## src/rtl/bus_arbiter_pkg.sv

```systemverilog
// Shared coherence-bus types: request classes, arbiter states and the bus
// controller state encoding.
package bus_arbiter_pkg;

  typedef enum logic [1:0] {
    EVICT = 2'd0,
    RX    = 2'd1,
    R     = 2'd2,
    INV   = 2'd3
  } bus_req_t;

  typedef enum logic [1:0] {
    ARB_IDLE  = 2'd0,
    ARB_OFFER = 2'd1,
    ARB_BUSY  = 2'd2
  } arb_state_t;

  typedef enum logic [1:0] {
    BUS_IDLE  = 2'd0,
    BUS_ARB   = 2'd1,
    BUS_XFER  = 2'd2,
    BUS_SNOOP = 2'd3
  } bus_state_t;

endpackage

```

## src/rtl/rr_picker.sv

```systemverilog
// Rotating priority encoder: first set bit of mask, searching upward from
// ptr+1 and wrapping modulo CPUS.
module rr_picker #(
  parameter int CPUS = 4,
  parameter int IW   = (CPUS > 1) ? $clog2(CPUS) : 1
) (
  input  logic [CPUS-1:0] mask,
  input  logic [IW-1:0]   ptr,
  output logic            valid,
  output logic [IW-1:0]   id
);

  localparam logic [IW:0] CPUS_W = (IW+1)'(CPUS);

  logic [IW:0]   sum;
  logic [IW-1:0] idx;

  always_comb begin
    valid = 1'b0;
    id    = '0;
    sum   = '0;
    idx   = '0;
    for (int i = 1; i <= CPUS; i++) begin
      sum = {1'b0, ptr} + (IW+1)'(i);
      if (sum >= CPUS_W) sum = sum - CPUS_W;
      idx = sum[IW-1:0];
      if (!valid && mask[idx]) begin
        valid = 1'b1;
        id    = idx;
      end
    end
  end

endmodule

```

## src/rtl/bus_arbiter.sv

```systemverilog
// Coherence-bus arbiter: class-priority round-robin with age-based starvation
// promotion, offer/accept handshake and abort.
//
// state     | meaning
// ARB_IDLE  | no grant; arbitrate pending requests
// ARB_OFFER | grant offered, waiting for grant_ready
// ARB_BUSY  | grant accepted, waiting for txn_done
module bus_arbiter
  import bus_arbiter_pkg::*;
#(
  parameter int CPUS      = 4,
  parameter int AGE_LIMIT = 8,
  localparam int IW = (CPUS > 1) ? $clog2(CPUS) : 1,
  localparam int AW = $clog2(AGE_LIMIT + 1)
) (
  input  logic            CLK,
  input  logic            nRST,
  input  logic [CPUS-1:0] dREN,
  input  logic [CPUS-1:0] dWEN,
  input  logic [CPUS-1:0] ccwrite,
  input  logic            grant_ready,
  input  logic            txn_done,
  input  logic            abort_bus,
  output logic            grant_valid,
  output logic [IW-1:0]   grant_cpu,
  output logic [CPUS-1:0] grant_onehot,
  output bus_req_t        grant_type
);

  localparam logic [AW-1:0] AGE_MAX = AW'(AGE_LIMIT);

  arb_state_t      state, state_nxt;
  logic [IW-1:0]   rr_ptr;
  logic [AW-1:0]   age [CPUS];
  logic [CPUS-1:0] req_any, m_evict, m_rx, m_r, m_inv, m_starved;
  bus_req_t        cls [CPUS];
  logic            v_st, v_ev, v_rx, v_r, v_inv;
  logic [IW-1:0]   id_st, id_ev, id_rx, id_r, id_inv;
  logic [IW-1:0]   win_cpu;
  bus_req_t        win_type;

  always_comb begin
    req_any   = dWEN | dREN | ccwrite;
    m_evict   = dWEN;
    m_rx      = ~dWEN & dREN & ccwrite;
    m_r       = ~dWEN & dREN & ~ccwrite;
    m_inv     = ~dWEN & ~dREN & ccwrite;
    m_starved = '0;
    for (int i = 0; i < CPUS; i++) begin
      m_starved[i] = req_any[i] && (age[i] == AGE_MAX);
      cls[i] = dWEN[i] ? EVICT : (dREN[i] ? (ccwrite[i] ? RX : R) : INV);
    end
  end

  rr_picker #(.CPUS(CPUS), .IW(IW)) u_pick_st  (.mask(m_starved), .ptr(rr_ptr), .valid(v_st),  .id(id_st));
  rr_picker #(.CPUS(CPUS), .IW(IW)) u_pick_ev  (.mask(m_evict),   .ptr(rr_ptr), .valid(v_ev),  .id(id_ev));
  rr_picker #(.CPUS(CPUS), .IW(IW)) u_pick_rx  (.mask(m_rx),      .ptr(rr_ptr), .valid(v_rx),  .id(id_rx));
  rr_picker #(.CPUS(CPUS), .IW(IW)) u_pick_r   (.mask(m_r),       .ptr(rr_ptr), .valid(v_r),   .id(id_r));
  rr_picker #(.CPUS(CPUS), .IW(IW)) u_pick_inv (.mask(m_inv),     .ptr(rr_ptr), .valid(v_inv), .id(id_inv));

  // A starved requester beats every class; its own class is what gets granted.
  always_comb begin
    win_cpu  = id_inv;
    win_type = INV;
    if (v_st) begin
      win_cpu  = id_st;
      win_type = cls[id_st];
    end else if (v_ev) begin
      win_cpu  = id_ev;
      win_type = EVICT;
    end else if (v_rx) begin
      win_cpu  = id_rx;
      win_type = RX;
    end else if (v_r) begin
      win_cpu  = id_r;
      win_type = R;
    end
  end

  always_ff @(posedge CLK or negedge nRST) begin
    if (!nRST) state <= ARB_IDLE;
    else       state <= state_nxt;
  end

  always_comb begin
    state_nxt = state;
    case (state)
      ARB_IDLE: begin
        if (!abort_bus && (|req_any)) state_nxt = ARB_OFFER;
      end
      ARB_OFFER: begin
        if (abort_bus)                 state_nxt = ARB_IDLE;
        else if (grant_ready)          state_nxt = ARB_BUSY;
        else if (!req_any[grant_cpu])  state_nxt = ARB_IDLE;
      end
      ARB_BUSY: begin
        if (abort_bus || txn_done) state_nxt = ARB_IDLE;
      end
      default: state_nxt = ARB_IDLE;
    endcase
  end

  always_ff @(posedge CLK or negedge nRST) begin
    if (!nRST) begin
      rr_ptr     <= IW'(CPUS - 1);
      grant_cpu  <= '0;
      grant_type <= EVICT;
      for (int i = 0; i < CPUS; i++) age[i] <= '0;
    end else begin
      if (state == ARB_IDLE && state_nxt == ARB_OFFER) begin
        grant_cpu  <= win_cpu;
        grant_type <= win_type;
      end
      if (state == ARB_OFFER && state_nxt == ARB_BUSY) begin
        for (int i = 0; i < CPUS; i++) begin
          if (grant_cpu == IW'(i))                    age[i] <= '0;
          else if (req_any[i] && (age[i] != AGE_MAX)) age[i] <= age[i] + 1'b1;
        end
      end
      if (state == ARB_BUSY && !abort_bus && txn_done) rr_ptr <= grant_cpu;
    end
  end

  always_comb begin
    grant_valid  = (state != ARB_IDLE);
    grant_onehot = '0;
    if (grant_valid) grant_onehot[grant_cpu] = 1'b1;
  end

endmodule

```

## config.mk

```make
export PLATFORM = sky130hd
export DESIGN_NAME = bus_arbiter
export DESIGN_NICKNAME = d
export VERILOG_FILES = /design/src/rtl/bus_arbiter_pkg.sv /design/src/rtl/rr_picker.sv /design/src/rtl/bus_arbiter.sv
export SDC_FILE = /design/constraint.sdc
export NUM_CORES = 1
export LEC_CHECK = 0
export ABC_CLOCK_PERIOD_IN_PS = 2250
export CORE_ASPECT_RATIO = 0.8
export CORE_UTILIZATION = 56
export DETAILED_ROUTE_END_ITERATION = 6
export GPL_TIMING_DRIVEN = 0
export PLACE_DENSITY = 0.91
export SYNTH_ARGS = -nofsm -noshare
export SYNTH_HDL_FRONTEND = slang
export SYNTH_SLANG_ARGS = --single-unit
export TNS_END_PERCENT = 20
```

## constraint.sdc

```tcl
create_clock -name CLK -period 2.25 [get_ports CLK]
set_input_delay 0.5625 -clock CLK [delete_from_list [all_inputs] [get_ports CLK]]
set_output_delay 0.5625 -clock CLK [all_outputs]
set_load 0.01 [all_outputs]
```

==> out/results.txt, run 1 <==
Root Buffer = clkbuf_8
Crit Path Class = input port to register
Area Overhead vs Synth = 37.1%
First-pass GRT wire length = 10.9 mm
Synth warn = 0
Largest net degree at the start of global routing = 25
Core ar. = 3520 sq um
Initial antenna violation count = 0
Final #Nets = 332
Clock-pin slew on the worst setup and hold paths = 0.09 ns
Worst VDD drop = 0.703 mV
Synth top area share = 26.0%
Post-synth top flop = dfrtp_1
Post-synth top cells = nor2_1 (30), nand2_1 (23), dfrtp_1 (22)
I/O Pins = 26
Initial cell density of the core = 60.2%
PwrDens = 1040 nW/um^2
Run status = complete, but fails checks
Vias/cell = 7.82
GR Util met3 = 9.54%
Total wire length = 8.74 mm
Worst slew margin = 27.8%
Top cells by area, synth = dfrtp_1 (26%), nor2_1 (5.3%), ha_1 (4.7%), nand2_1 (4.1%), o21ai_0 (3.5%)
Post-synth EDFFs = 0
H-tree Lvls = 1
Final slew viol count = 0
TNS Setup = -0.538 ns
Number of max-cap violations = 0
Most Used Layer, Global Route = met2
Vias in the first global route = 2213
Mapped Cells = 267
M1 GR Usage = 47.4%
Failing checks = DRC, setup timing
Detailed-route DRC error count = 4
Overall die height = 57.0 um
CP startpoint kind = input port
Die Area = 4030 sq um
Top delay family on crit path = compound AO/OA/AOI/OAI gates
RSZ-0062 raised after global routing = true
Fin worst setup slack = -0.200 ns
Clock Sink Count = 24
Tcrit/Tclk final = 109%
Arr. time, crit path = 2.55 ns
Clock insertion delay at the later pin of the skew report = 0.27 ns
Drt first-iter violations = 516
Port-buffer cells = 23
Post-synthesis cell type count = 56
CTS Buf Count = 3
Design Area, Final = 2900 sq um
Total GRT Usage = 35.3%
Share of cells above drive strength 1 = 27.1%
Syn Std Cell Area = 2120 sq um
Setup violators final = 5
Final hold violation count = 0
Die X = 70.7 um
FMAX = 0.408 GHz
Asr flop ratio synth = 100%
Worst stage delay on the critical path = 0.51 ns
Cell taking the most area after synthesis = dfrtp_1
Period minus WS final = 2.45 ns
Slew @ Worst Pin = 1.08 ns
CP max FO = 8
Routed vias = 2721
TritonRoute pass-1 iters = 7
Total power = 0.00301 W
Final ANT Viol Nets = 0
Met2 Usage GRT = 53.0%
Lkg Pwr = 1.19 nW
CTS Buffer Depth = 2
Sequential area share after synthesis = 28.5%
Final GP Congestion = 0.998
TritonCTS clock tree = yes
Worst Skew = 0.00913 ns
Dpl cell area = 2400 sq um
Worst Path Required = 2.35 ns
GRT Residual Overflow = 0
Worst min-delay path category = register to register
Cells along the critical path = clkdlybuf4s15_2, or3_4, a211oi_4, buf_6, a221o_2, a2111oi_4, o21ai_1, a41oi_2
Mapped Nets = 292
Count leader, synth = nor2_1
Buf+Inv Stages, Crit Path = 2
Dpl hpwl = 4.20 mm
#FFs+latches synth = 24
Worst slack at placement = -0.743 ns
# diodes = 0
DR WL/cell = 25.1 um
Slowest CP cell = or3_4
Syn_area_per_cell = 7.93 sq um
Cts hold-fix bufs = 0
Critical Path Sink Type = register
Cell Rows = 19
## metrics by stage
step                utilization (%)  std cells  hold WS (ns)
floorplan                         -        267         0.267
global placement               68.2        332         0.516
detailed placement             68.2        332         0.533
CTS                            74.6        337         0.556
global route                   82.5        348         0.591
finish                         82.5        348         0.566
## sequential cells by signal (all words and copies together), names as in the netlist
signal / cells
grant_cpu: 2
grant_type: 2
age: 16
rr_ptr: 2
state: 2
## report_power, final
group	switching [W]	total [W]	internal [W]	leakage (nW)
sequential	0.000196	0.000786	0.000590	0.296
clock	0.000142	0.000380	0.000238	0.0357
combinational	0.00109	0.00185	0.000754	0.862
total	0.00143	0.00301	0.00158	1.19
## cells in the final DEF, fill, tap and decap left out, types with 4 or more instances in the layout
cell type,synthesis,final
nand4_1,4,4
a2111oi_4,0,4
clkbuf_2,0,5
nor3_1,11,9
nor2_1,30,27
o31ai_1,5,5
nand2_1,23,22
o21ai_0,15,14
dfrtp_1,22,19
dlygate4sd2_1,0,5
or3_4,1,4
clkdlybuf4s50_1,0,11
a31oi_1,4,4
nand3b_1,6,6
o22ai_1,4,4
xor2_1,6,6
buf_4,0,15
a21oi_1,12,12
inv_1,17,17
nor3b_1,8,4
a221oi_2,0,4
nor4_2,0,5
nand3_1,9,8
ha_1,8,7
## what timing repair did
action,CTS,global route
hold endpoints to repair,0,0
gates resized for setup,42,46
setup endpoints to repair,10,14
buffers inserted,4,11
pin swaps,11,18
## worst min-delay path: stages (launching register included)
cell,delay [ns]
dfrtp_1,0.40
nand2_1,0.07
o21ai_0,0.07
## cell type report
cell class | count | area, sq um
multi-input combinational | 213 | 1710
clock buffer | 3 | 41.3
fill | 188 | 617
tap | 42 | 52.6
timing repair buffer | 38 | 334
inverter | 17 | 63.8
buffer | 10 | 58.8
sequential | 24 | 607
clock inverter | 1 | 30.0
## worst paths after layout
kind,startpoint,to,slack [ns],depth (start not counted)
setup / recovery,ccwrite[0],grant_type[0],-0.20,8
hold reg to reg,age[11],age[11],0.57,2
min in group asynchronous,nRST,age[11],0.86,1
hold / removal,age[11],age[11],0.57,2
max in group asynchronous,nRST,grant_cpu[1],0.65,1
setup reg to reg,age[12],grant_type[0],-0.15,9
## metal layers
layer | share of wire, % | wire length, um
met1 | 35 | 3100
met2 | 42 | 3640
met3 | 15 | 1350
met4 | 7.4 | 647
met5 | 0 | 0
## kinds of logic (layout without fill, tap and decap cells)
group	after synthesis	count (layout)	synth area share, %
fa+ha+maj	8	8	4.73
compound gates	72	72	23.9
simple gates	123	123	32.3
xor+xnor	7	7	2.90
mux	3	3	2.01
flops	24	24	28.5
buf+inv	30	69	5.61
(Power assumes the default switching activity.)
==> run 2: changes to the inputs <==
--- a/config.mk
+++ b/config.mk
@@ -9,7 +9,6 @@
 export CORE_ASPECT_RATIO = 0.8
 export CORE_UTILIZATION = 56
 export DETAILED_ROUTE_END_ITERATION = 6
-export GPL_TIMING_DRIVEN = 0
 export PLACE_DENSITY = 0.91
 export SYNTH_ARGS = -nofsm -noshare
 export SYNTH_HDL_FRONTEND = slang
==> run 2 against run 1 <==
  * The run still ends with DRC, setup timing left
  * Sequential share of layout area down 1.6 points
  * Clock skew up 0.00093 ns
  * Sequential cell count unchanged
  * Critical path type unchanged
==> out/results.txt, run 2 (same netlist as run 1, synthesis figures left out) <==
PwrDens = 1040 nW/um^2
Period minus WS final = 2.74 ns
Slew @ Worst Pin = 1.13 ns
Buf+Inv Stages, Crit Path = 1
Slowest CP cell = nor4_2
Most common cell after layout, fill and taps aside = buf_4
Core ar. = 3520 sq um
Critical Path Sink Type = register
Arr. time, crit path = 2.91 ns
Total wire length = 10.4 mm
Number of max-cap violations = 0
TNS Setup = -1.17 ns
GRT Residual Overflow = 0
Failing checks = DRC, setup timing
Max FFs per register = 16
Hold Path End = age[3]
Worst slew margin = 24.3%
Setup violators final = 8
DR WL/cell = 26.8 um
Dpl hpwl = 5.28 mm
Final core utilization = 89.2%
Flop2flop setup slack = -0.32 ns
FF-to-FF path depth = 11
H-tree Lvls = 1
Worst Path Required = 2.42 ns
Final #Nets = 372
Final ANT Viol Nets = 0
Worst Skew = 0.0101 ns
Initial cell density of the core = 60.2%
Worst setup path start = dWEN[2]
Final hold violation count = 0
Crit Path Class = input port to register
Top delay family on crit path = simple AND/OR/NAND/NOR gates
First-pass GRT wire length = 14.4 mm
CTS Buf Count = 3
Lkg Pwr = 1.33 nW
Drt first-iter violations = 847
Die Area = 4030 sq um
TritonCTS clock tree = yes
Die X = 70.7 um
Fin worst setup slack = -0.492 ns
Cts hold-fix bufs = 0
Hold depth = 2
CP startpoint kind = input port
I/O Pins = 26
FMAX = 0.365 GHz
Overall die height = 57.0 um
Vias/cell = 7.86
Worst hold path startpoint = age[3]
Most used cell, CP = nor4_2
Run status = complete, but fails checks
Total power = 0.00326 W
Root Buffer = clkbuf_8
Most flop-heavy register = age
Detailed-route DRC error count = 241
Area Overhead vs Synth = 48.2%
# diodes = 0
Cell Rows = 19
Routed vias = 3051
Clock insertion delay at the later pin of the skew report = 0.29 ns
Share of cells above drive strength 1 = 32.9%
Final Hold Slack = 0.567 ns
Initial antenna violation count = 0
Clock Sink Count = 24
Commonest non-fill, non-tap cells in the layout = buf_4 (61), nor2_1 (25), nand2_1 (23), dfrtp_1 (19), inv_1 (14)
RR Endpoint = grant_cpu[0]
Cells along the critical path = dlygate4sd2_1, or3_4, nor4_2, nor4_2, nand3_1, o22a_1
Final slew viol count = 0
Worst min-delay path category = register to register
TritonRoute pass-1 iters = 7
Total GRT Usage = 47.4%
Vias in the first global route = 2704
Largest net degree at the start of global routing = 25
Tcrit/Tclk final = 122%
CP max FO = 8
CTS Buffer Depth = 2
Final GP Congestion = 1.19
Worst slack at placement = -0.639 ns
Worst flop-to-flop path startpoint = age[8]
RSZ-0062 raised after global routing = true
Worst VDD drop = 0.816 mV
Port-buffer cells = 25
Clock-pin slew on the worst setup and hold paths = 0.09 ns
Worst stage delay on the critical path = 0.85 ns
-- run 2: cell types whose count changed in the layout (fill, tap and decap cells not counted), sizes merged, moves of 2 or more --
cell	previous run	this run
buf	20	64
clkbuf	11	4
clkdlybuf4s15	1	3
clkdlybuf4s50	11	13
dlygate4sd2	5	7
dlymetal6s2s	3	1
-- run 2: worst max-delay path by stage --
stage	to	slack, ns	cells after the start
global placement	grant_type[0]	-0.54	8
finish	grant_cpu[0]	-0.49	6
CTS	grant_type[1]	0.003	8
global route	grant_cpu[0]	-0.44	6
detailed placement	grant_cpu[0]	-0.64	6
floorplan	grant_type[0]	0.19	7
-- run 2: stage by stage --
step | std cells | cell area (sq um)
3_3_place_gp | 374 | 2760
6_report | 388 | 3140
4_1_cts | 383 | 2980
2_1_floorplan | 267 | 2120
3_5_place_dp | 374 | 2760
5_1_grt | 388 | 3140
-- run 2: final cells by class --
type | instances | area (sq um)
multi-input combinational | 213 | 1650
timing repair buffer | 88 | 721
sequential | 24 | 607
fill | 139 | 382
inverter | 17 | 63.8
tap | 42 | 52.6
clock buffer | 4 | 45.0
-- run 2: tightest hold or removal path, delay by kind of cell (launching register included) --
| family | cells | cell delay (ns) |
|---|---|---|
| xor+xnor | 1 | 0.08 |
| flops | 1 | 0.38 |
| simple gates | 1 | 0.08 |
-- run 2: routing by layer --
metal	up-vias	routed length, um	track usage (%)
li1	1149	-	-
met1	1346	3620	61.4
met2	398	4020	70.1
met3	158	1770	19.3
met4	0	1000	21.4
met5	-	0	0
-- run 2: timing repair --
action,CTS,global route
setup endpoints to repair,4,12
pin swaps,11,13
buffers inserted,5,5
resized for setup,45,28
-- run 2: report_power, final --
part | internal, W | switching (W) | total [W] | leakage (nW)
Combinational | 0.000899 | 0.00125 | 0.00214 | 1.01
Sequential | 0.000593 | 0.000247 | 0.000839 | 0.296
Clock | 0.000128 | 0.000151 | 0.000278 | 0.0228
Total | 0.00162 | 0.00164 | 0.00326 | 1.33
